==> src/rtl/stack_prog_loader_if.sv <==
// Byte-stream, instruction-memory write and status signals of the program loader.
// Signal names match the loader's external contract; clock and reset stay outside.
interface stack_prog_loader_if;
    logic        start;
    logic        in_valid;
    logic [7:0]  in_data;
    logic        in_ready;
    logic        imem_we;
    logic [7:0]  imem_addr;
    logic [11:0] imem_data;
    logic        core_run;
    logic        done;
    logic        err;

    modport master (
        output start, in_valid, in_data,
        input  in_ready, imem_we, imem_addr, imem_data, core_run, done, err
    );

    modport slave (
        input  start, in_valid, in_data,
        output in_ready, imem_we, imem_addr, imem_data, core_run, done, err
    );
endinterface

==> src/rtl/stack_prog_loader.sv <==
// Loads a checksummed byte stream (count, {operand, opcode} pairs, checksum) into
// instruction memory, then enables the stack core only if the whole image is good.
module stack_prog_loader #(
    parameter int OPC_MAX = 10,
    parameter int TIMEOUT = 255
) (
    input  logic              clk,
    input  logic              rst_n,   // active-high despite the name
    stack_prog_loader_if.slave bus
);
    localparam int             TW      = $clog2(TIMEOUT + 1);
    localparam logic [3:0]     OPC_LIM = 4'(OPC_MAX);
    localparam logic [TW-1:0]  TO_LAST = TW'(TIMEOUT - 1);

    typedef enum logic [2:0] {IDLE, HDR, OPND, OPC, WR, CHK, DONE, ERR} state_t;

    state_t        r_state;
    logic [7:0]    r_count;
    logic [7:0]    r_index;
    logic [7:0]    r_opnd;
    logic [7:0]    r_sum;
    logic [7:0]    r_addr;
    logic [11:0]   r_data;
    logic          r_we;
    logic [TW-1:0] r_idle;

    logic w_rdy;
    logic w_acc;
    logic w_opc_ok;

    assign w_rdy    = (r_state == HDR) || (r_state == OPND) || (r_state == OPC) || (r_state == CHK);
    assign w_acc    = bus.in_valid & w_rdy;
    assign w_opc_ok = (bus.in_data[7:4] == 4'd0) && (bus.in_data[3:0] <= OPC_LIM);

    always_ff @(posedge clk) begin
        if (rst_n) begin
            r_state <= IDLE;
            r_count <= '0;
            r_index <= '0;
            r_opnd  <= '0;
            r_sum   <= '0;
            r_addr  <= '0;
            r_data  <= '0;
            r_we    <= 1'b0;
            r_idle  <= '0;
        end else begin
            r_we <= 1'b0;
            // Idle watchdog; a byte arriving on the last cycle still rescues the load.
            if (w_rdy) begin
                if (w_acc) begin
                    r_idle <= '0;
                end else begin
                    r_idle <= r_idle + 1'b1;
                    if (r_idle == TO_LAST) r_state <= ERR;
                end
            end
            case (r_state)
                IDLE, DONE, ERR: begin
                    if (bus.start) begin
                        r_state <= HDR;
                        r_idle  <= '0;
                    end
                end
                HDR: begin
                    if (w_acc) begin
                        r_count <= bus.in_data;
                        r_index <= '0;
                        r_sum   <= bus.in_data;
                        r_state <= OPND;
                    end
                end
                OPND: begin
                    if (w_acc) begin
                        r_opnd  <= bus.in_data;
                        r_sum   <= r_sum + bus.in_data;
                        r_state <= OPC;
                    end
                end
                OPC: begin
                    if (w_acc) begin
                        if (w_opc_ok) begin
                            // Address/data move together with the strobe so they are stable otherwise.
                            r_we    <= 1'b1;
                            r_addr  <= r_index;
                            r_data  <= {r_opnd, bus.in_data[3:0]};
                            r_sum   <= r_sum + bus.in_data;
                            r_state <= WR;
                        end else begin
                            r_state <= ERR;
                        end
                    end
                end
                WR: begin
                    // Count 0 means 256 words, so the last index is count-1 modulo 256.
                    if (r_index == r_count - 8'd1) begin
                        r_state <= CHK;
                    end else begin
                        r_index <= r_index + 8'd1;
                        r_state <= OPND;
                    end
                end
                CHK: begin
                    if (w_acc) r_state <= (bus.in_data == r_sum) ? DONE : ERR;
                end
                default: r_state <= IDLE;
            endcase
        end
    end

    assign bus.in_ready  = w_rdy;
    assign bus.imem_we   = r_we;
    assign bus.imem_addr = r_addr;
    assign bus.imem_data = r_data;
    assign bus.core_run  = (r_state == DONE);
    assign bus.done      = (r_state == DONE);
    assign bus.err       = (r_state == ERR);
endmodule
==> src/flat_wrapper.sv <==
// flat-port wrapper written by rule: the top's interface ports become plain ports
module stack_prog_loader_flat 
#(
    parameter int OPC_MAX = 10,
    parameter int TIMEOUT = 255
)
  (clk, rst_n, bus_start, bus_in_valid, bus_in_data, bus_in_ready, bus_imem_we, bus_imem_addr, bus_imem_data, bus_core_run, bus_done, bus_err);
  stack_prog_loader_if bus_i ();
  input  logic clk;
  input  logic rst_n;
  input wire logic [$bits(bus_i.start)-1:0] bus_start;
  input wire logic [$bits(bus_i.in_valid)-1:0] bus_in_valid;
  input wire logic [$bits(bus_i.in_data)-1:0] bus_in_data;
  output wire logic [$bits(bus_i.in_ready)-1:0] bus_in_ready;
  output wire logic [$bits(bus_i.imem_we)-1:0] bus_imem_we;
  output wire logic [$bits(bus_i.imem_addr)-1:0] bus_imem_addr;
  output wire logic [$bits(bus_i.imem_data)-1:0] bus_imem_data;
  output wire logic [$bits(bus_i.core_run)-1:0] bus_core_run;
  output wire logic [$bits(bus_i.done)-1:0] bus_done;
  output wire logic [$bits(bus_i.err)-1:0] bus_err;
  assign bus_i.start = bus_start;
  assign bus_i.in_valid = bus_in_valid;
  assign bus_i.in_data = bus_in_data;
  assign bus_in_ready = bus_i.in_ready;
  assign bus_imem_we = bus_i.imem_we;
  assign bus_imem_addr = bus_i.imem_addr;
  assign bus_imem_data = bus_i.imem_data;
  assign bus_core_run = bus_i.core_run;
  assign bus_done = bus_i.done;
  assign bus_err = bus_i.err;
  stack_prog_loader #(.OPC_MAX(OPC_MAX), .TIMEOUT(TIMEOUT)) u_core (.clk(clk), .rst_n(rst_n), .bus(bus_i));
endmodule
==> config.mk <==
export PLATFORM = sky130hd
export DESIGN_NAME = stack_prog_loader_flat
export DESIGN_NICKNAME = d
export VERILOG_FILES = /design/src/rtl/stack_prog_loader_if.sv /design/src/rtl/stack_prog_loader.sv /design/src/flat_wrapper.sv
export SDC_FILE = /design/constraint.sdc
export NUM_CORES = 1
export LEC_CHECK = 0
export ABC_AREA = 0
export CORE_MARGIN = 2
export CORE_UTILIZATION = 60
export CTS_CLUSTER_SIZE = 8
export DETAILED_ROUTE_END_ITERATION = 8
export PLACE_DENSITY = 0.92
export SYNTH_ARGS = -nofsm -noshare
export SYNTH_HDL_FRONTEND = slang
export SYNTH_SLANG_ARGS = --single-unit
==> constraint.sdc <==
create_clock -name clk -period 7.4 [get_ports clk]
set_input_delay 0.74 -clock clk [delete_from_list [all_inputs] [get_ports clk]]
set_output_delay 0.74 -clock clk [all_outputs]
set_load 0.05 [all_outputs]
==> results by group, run 1 <==
CTS
  – Number of buffers on the longest clock path: 2
  – Insertion delay to the later sink of the worst-skew pair: 350 ps
  – Post-cts gate resize count: 0
  – CTS tree: built
  – Master cell of the clock root buffer: sky130_fd_sc_hd__clkbuf_8
  – CTS H-tree lvls: 3
  – Number of hold buffers added after CTS: 0
  – Number of buffers inserted during clock tree synthesis: 9
  – Post-CTS setup-driven buffer insertion count: 0
  – Clock transition at the registers of the reported paths: 80 ps
  – Clock net sink count: 64

Min path
  – Worst min-delay path startpoint: u_core.bus.imem_data[3]
  – Min-Delay Path Class: flip-flop to flip-flop

Setup path
  – R2R Path End: u_core.r_index[0]
  – Maximum fanout along the worst path: 15
  – Type of origin of the critical path: flip-flop
  – Worst endpoint required time: 6660 ps
  – Count of cells along the worst register-to-register path: 9
  – Startpoint-to-endpoint class of the critical path: flip-flop to output pin
  – Worst reg2reg path startpoint: u_core.r_count[0]
  – Critical path endpoint: bus_in_ready
  – Crit path arrival time: 2600 ps
  – Worst reg2reg setup slack: 4670 ps
  – Origin of the worst setup path: u_core.r_state[1]
  – Endpoint type of the worst setup path: output pin

Cells and area
  – Commonest cells after routing, fill and taps aside: 83 x sky130_fd_sc_hd__nand2_1, 64 x sky130_fd_sc_hd__dfxtp_1, 45 x sky130_fd_sc_hd__a21oi_1, 43 x sky130_fd_sc_hd__nor2_1, 36 x sky130_fd_sc_hd__clkdlybuf4s50_1
  – Storage cell area: 1280 um^2
  – Multi-input gate area in the final layout: 1840 um^2
  – Ant diodes: 0
  – Final instance count without filler cells: 514
  – Most common cell after layout, fill and taps aside: sky130_fd_sc_hd__nand2_1
  – Number of fillers in the final layout: 363
  – Total Nets Final: 463
  – Ratio of cells with drive above 1 in the final layout: 5.86%
  – Area added between synthesis and finish: 17.4%

Global route
  – Total global routing track utilization: 28.0%
  – Via count of the first global-routing pass: 2918
  – Antenna violations before repair: 0
  – Largest net degree at the start of global routing: 53
  – GRT Residual Overflow: 0
  – First-pass GRT wire length: 13.6 mm

Yosys
  – Cell taking the most area after synthesis: sky130_fd_sc_hd__dfxtp_1
  – Number of library cell types mapped by synthesis: 54
  – Warnings from Yosys: 0
  – Net count of the mapped netlist: 436
  – Synthesized area per cell: 7.95 um^2
  – Synthesized area: 3270 um^2
  – Proportion of netlist area held by the largest area contributor: 39.1%
  – Fraction of registers with async set or reset after synthesis: 0%
  – Top FF cell, synth: sky130_fd_sc_hd__dfxtp_1
  – Seq/Total Area, Yosys: 39.1%
  – Number of instances in the synthesized netlist: 412
  – Ranking of synthesized cells by area: sky130_fd_sc_hd__dfxtp_1 39%, sky130_fd_sc_hd__nand2_1 9.5%, sky130_fd_sc_hd__a21oi_1 6.9%
  – Seq cells post-synth: 64
  – Number of enable-type register cells in the synthesized netlist: 0

Timing
  – Headroom to the max-slew limit: 13.2%
  – Slack of the critical path: 4060 ps
  – RSZ-0062 raised after global routing: false
  – Measured slew at the worst slew-check pin: 1300 ps
  – Fin crit period: 3340 ps
  – Maximum frequency from static timing analysis: 0.299 GHz
  – Total Neg Setup Slack: 0 ps
  – Final Max Tran Viols: 0
  – Final setup violation count: 0
  – Final Skew: 10.6 ps
  – Final cycle utilization of the critical path: 45.1%
  – Number of hold violations in the final report: 0

Place
  – Pre-CTS worst setup slack: 3920 ps
  – Number of instances in the placed design: 498
  – HPWL reported at the end of detailed placement: 5.29 mm
  – Final weighted congestion in routability-driven placement: 0.915
  – Port Buffer Count: 36

Drt
  – Routed wire length per instance: 15.1 um
  – Vias/cell: 6.01
  – Total number of vias: 3091
  – Iteration count of the initial detailed-routing pass: 5
  – Number of nets with antenna violations after routing: 0
  – Remaining DRCs: 0
  – Total wire length after detailed routing: 7.78 mm
  – DR iter-0 viols: 193

Floorplanning
  – Starting density of the core: 63.3%
  – Y dimension of the die: 77.9 um
  – Die Area: 6060 um^2
  – Cell row count: 26
  – Number of placed I/O pins: 37
  – Width of the chip: 77.9 um
  – Core region area: 5170 um^2

Status
  – Result of the run: finished clean

Power and ir drop
  – Power per Cell Area: 222 nW/um^2
  – Maximum VDD drop: 0.198 mV
  – Leakage power: 0.00133 uW

Flow run
  – Number of max-cap violations: 0
## power breakdown
part           internal [uW]  total [uW]  switching, uW  leakage, uW
clock                    166         316            150    0.0000989
combinational           63.3         160           97.0     0.000713
sequential               359         378           18.6     0.000518
## Yosys cell counts (all sizes together) (3+ instances only)
library cell   n
a2111oi        3
a211oi         9
a21oi         46
a311oi         3
and3           3
clkbuf        19
dfxtp         64
ha            11
inv           16
mux2i         12
nand2         83
nand2b         3
nand3          9
nand4          6
nor2          43
nor2b          5
nor3           9
o21ai         11
or3            3
or4            3
xnor2         13
xor2           8
## per-stage QoR
step	utilization (%)	total power (uW)	hold slack, ps	cell area [um^2]
after floorplan	-	504	431	3270
after global placement	70.4	534	439	3640
after detailed placement	70.4	542	448	3640
after CTS	74.3	850	458	3840
after global routing	74.3	890	477	3840
final	74.3	854	457	3840
## routing by layer
layer  up-vias  track usage, %  part of all wire (%)  wire length [um]
met2       121            45.9                    49              3810
li1       1477               -                     -                 -
met3        23            4.30                   5.4               424
met1      1470            35.4                    43              3340
met4         0            14.6                   2.7               211
met5         -               0                     0                 0
## state kept, by name, indices dropped and copies added (netlist names)
| signal | flops |
|---|---|
| u_core.r_idle | 8 |
| u_core.r_count | 8 |
| u_core.r_opnd | 8 |
| u_core.bus.imem_data | 12 |
| u_core.r_index | 8 |
| u_core.bus.imem_addr | 8 |
| u_core.r_sum | 8 |
| u_core.r_state | 3 |
| u_core.bus.imem_we | 1 |
## cells by family after synthesis
logic type,synth area share [%]
flip-flops,39.1
AND/OR/NAND/NOR,24.0
adder cells (fa/ha/maj),4.81
multiplexers,4.01
XOR/XNOR,5.62
buffers and inverters,4.59
AO/OA/AOI/OAI,17.8
## worst max-delay path, stage by stage, from the launching register on
cell and delay, ps:
sky130_fd_sc_hd__dfxtp_1 590, sky130_fd_sc_hd__nand2b_1 400, sky130_fd_sc_hd__nand2_1 380, sky130_fd_sc_hd__clkdlybuf4s50_1 880
## final cells by class
cell class,instances,share of cell area [%]
timing repair buffer,37,9.57
multi-input combinational,311,47.9
inverter,16,1.56
clock buffer,10,3.58
clock inverter,6,1.76
tap,70,2.28
sequential,64,33.3
## worst min-delay path by stage
stage	slack, ps	cells after the start	to
after floorplan	430	2	u_core.bus.imem_data[11]
after detailed placement	450	2	u_core.bus.imem_data[11]
final	460	2	u_core.bus.imem_data[3]
after global placement	440	2	u_core.bus.imem_data[5]
after CTS	460	2	u_core.bus.imem_data[3]
after global routing	480	2	u_core.bus.imem_data[7]
No activity file was read; power rests on OpenSTA's default activity.
==> run 2: changes to the inputs <==
Settings changed: CORE_UTILIZATION 60 to 51, PLACE_DENSITY 0.92 to 0.84.
Clock period 7.4 ns to 2.9 ns, I/O delays scaled along.
==> run 2 against run 1 <==
Die area up 17%; global-route usage down 5.5 points; combinational power rose to 2.7 times the previous value; non-clock buffer count up 15; sequential power rose to 2.6 times the previous value; via count down 2.4%; first-iteration DRC count down 12%; utilization down 11 points; critical path type is now flip-flop to flip-flop; highest routed layer unchanged.
==> results by group, run 2 (synthesis gave the netlist of run 1 again) <==
Cells and area
  – Final instance count without filler cells: 536 (+4.3%)
  – Multi-input gate area in the final layout: 1840 um^2 (unchanged)
  – Most common cell after layout, fill and taps aside: sky130_fd_sc_hd__nand2_1
  – Total Nets Final: 478 (+3.2%)
  – Ant diodes: 0 (unchanged)
  – Commonest cells after routing, fill and taps aside: 83 x sky130_fd_sc_hd__nand2_1, 64 x sky130_fd_sc_hd__dfxtp_1, 45 x sky130_fd_sc_hd__a21oi_1, 43 x sky130_fd_sc_hd__nor2_1, 35 x sky130_fd_sc_hd__clkdlybuf4s50_1
  – Ratio of cells with drive above 1 in the final layout: 9.15% (+3.3 points)
  – Number of fillers in the final layout: 493 (+36%)
  – Area added between synthesis and finish: 21.6%
  – Max reg flops: 12 (unchanged)
  – Storage cell area: 1280 um^2 (unchanged)

Flow run
  – Number of max-cap violations: 0 (unchanged)

Floorplanning
  – Core region area: 6280 um^2 (+21%)
  – Starting density of the core: 52.2% (-11 points)
  – Number of placed I/O pins: 37 (unchanged)
  – Y dimension of the die: 84.1 um (+8.0%)
  – Width of the chip: 84.1 um (+8.0%)
  – Cell row count: 29 (+12%)
  – Die Area: 7080 um^2 (+17%)

Setup path
  – Type of origin of the critical path: flip-flop
  – Endpoint type of the worst setup path: flip-flop
  – Count of cells along the worst register-to-register path: 9 (unchanged)
  – Startpoint-to-endpoint class of the critical path: flip-flop to flip-flop
  – Origin of the worst setup path: u_core.r_count[0]
  – Worst reg2reg setup slack: 190 ps (-4480 ps)
  – R2R Path End: u_core.r_index[0]
  – Worst endpoint required time: 3180 ps (-3480 ps)
  – Cell-by-cell trace of the critical path: inv_1 > ha_1 > or3b_2 > a211o_1 > a31oi_1 > a32oi_2 > a21oi_2 > mux2_2 > nor2_1
  – Delay of the slowest critical-path stage: 480 ps (-400 ps)
  – Worst reg2reg path startpoint: u_core.r_count[0]
  – Slowest cell on the critical path: sky130_fd_sc_hd__or3b_2
  – Crit path arrival time: 3000 ps (+400 ps)
  – Maximum fanout along the worst path: 6 (-9)

Drt
  – Remaining DRCs: 0 (unchanged)
  – Iteration count of the initial detailed-routing pass: 4 (-1)
  – Number of nets with antenna violations after routing: 0 (unchanged)
  – Total wire length after detailed routing: 7.86 mm (+0.95%)
  – Total number of vias: 3018 (-2.4%)
  – DR iter-0 viols: 170 (-12%)
  – Vias/cell: 5.63 (-6.4%)
  – Routed wire length per instance: 14.7 um (-3.2%)

Place
  – Port Buffer Count: 36 (unchanged)
  – Final weighted congestion in routability-driven placement: 0.936 (+2.3%)
  – Number of instances in the placed design: 520 (+4.4%)
  – HPWL reported at the end of detailed placement: 5.59 mm (+5.7%)

CTS
  – Post-cts gate resize count: 0 (unchanged)
  – Clock net sink count: 64 (unchanged)
  – Number of hold buffers added after CTS: 0 (unchanged)
  – CTS tree: built
  – Post-CTS setup-driven buffer insertion count: 0 (unchanged)
  – Number of buffers inserted during clock tree synthesis: 9 (unchanged)
  – CTS H-tree lvls: 3 (unchanged)
  – Clock transition at the registers of the reported paths: 70 ps (about the same)
  – Number of buffers on the longest clock path: 2 (unchanged)
  – Insertion delay to the later sink of the worst-skew pair: 340 ps (about the same)
  – Master cell of the clock root buffer: sky130_fd_sc_hd__clkbuf_8

Power and ir drop
  – Sequential share of power: 42.8% (-1.4 points)
  – Internal power consumption: 1590 uW (+170%)
  – Switching pwr: 668 uW (+150%)
  – Leakage power: 0.00142 uW (+6.5%)
  – Comb power frac: 18.8% (about the same)
  – Sw frac: 29.6% (-1.5 points)
  – Maximum VDD drop: 0.504 mV (+150%)
  – Power per Cell Area: 566 nW/um^2 (+150%)
  – Share of total power in the clock network: 38.4% (+1.4 points)
  – Total power of the final layout: 2250 uW (+160%)

Min path
  – Worst min-delay path startpoint: u_core.bus.imem_addr[4]
  – Min-Delay Endpoint: u_core.bus.imem_addr[4]
  – Min-Delay Path Class: flip-flop to flip-flop
  – Cell depth of the worst min-delay path: 2 (unchanged)

Timing
  – Number of hold violations in the final report: 0 (unchanged)
  – Headroom to the max-slew limit: 54.7% (+42 points)
  – Fin crit period: 2710 ps
  – RSZ-0062 raised after global routing: false
  – Measured slew at the worst slew-check pin: 680 ps (-618 ps)
  – Final cycle utilization of the critical path: 93.6%
  – Final Max Tran Viols: 0 (unchanged)
  – Final setup violation count: 0 (unchanged)
  – Total Neg Setup Slack: 0 ps (unchanged)
  – Maximum frequency from static timing analysis: 0.368 GHz
  – Final Skew: 9.01 ps (-1.60 ps)

Global route
  – First-pass GRT wire length: 13.1 mm (-3.8%)
  – Via count of the first global-routing pass: 2815 (-3.5%)
  – Largest net degree at the start of global routing: 37 (-30%)
  – Total global routing track utilization: 22.5% (-5.5 points)
  – Antenna violations before repair: 0 (unchanged)
  – GRT Residual Overflow: 0 (unchanged)

Status
  – Result of the run: finished clean
## run 2: per-layer routing
metal | share of wire [%] | up-vias | global-route usage [%]
met5 | 0 | - | 0
met4 | 1.9 | 0 | 7.62
met3 | 5.4 | 14 | 4.45
met2 | 50 | 91 | 39.6
met1 | 42 | 1401 | 27.4
li1 | - | 1512 | -
## run 2: how the worst max path moves through the flow
stage	to	slack [ps]	cells past startpoint
final	u_core.r_index[0]	190	9
after global routing	u_core.r_index[0]	20	9
after CTS	u_core.r_index[0]	200	9
after detailed placement	u_core.r_sum[7]	160	9
after global placement	u_core.r_sum[7]	270	9
after floorplan	u_core.r_index[0]	460	9
## run 2: area by class of cell
type,instances,area share (%)
Clock inverter,7,2.58
Clock buffer,9,3.11
Tap cell,77,2.42
Inverter,16,1.51
Timing Repair Buffer,52,11.9
Multi-Input combinational cell,311,46.3
Sequential cell,64,32.2
## run 2: stage by stage
stage          instance area (um^2)  utilization (%)  worst slack [ps]  hold WS (ps)
6_report                       3980             63.4               186           459
5_1_grt                        3980             63.4              23.2           478
4_1_cts                        3980             63.4               198           460
3_5_place_dp                   3760             59.8               164           445
3_3_place_gp                   3760             59.8               270           439
2_1_floorplan                  3270                -               461           426
## run 2: power groups by stage
stage / registers, uW / clock network, uW / logic [uW]
CTS: 964 / 875 / 422
floorplan: 962 / 0 / 323
global route: 971 / 911 / 469
detailed placement: 984 / 0 / 417
finish: 965 / 865 / 424
global placement: 981 / 0 / 403
## run 2: critical path: cells and delay by family (launching register included)
kind / cells / cell delay [ps]
AO/OA/AOI/OAI: 4 / 1070
multiplexers: 1 / 380
flip-flops: 1 / 360
AND/OR/NAND/NOR: 2 / 550
buffers and inverters: 1 / 70
adder cells (fa/ha/maj): 1 / 230
==> run 3: changes to the inputs <==
Settings changed: ABC_AREA 0 to not set.
==> results of run 3 <==
The final DEF is identical to that of run 2; final timing and power are the same.
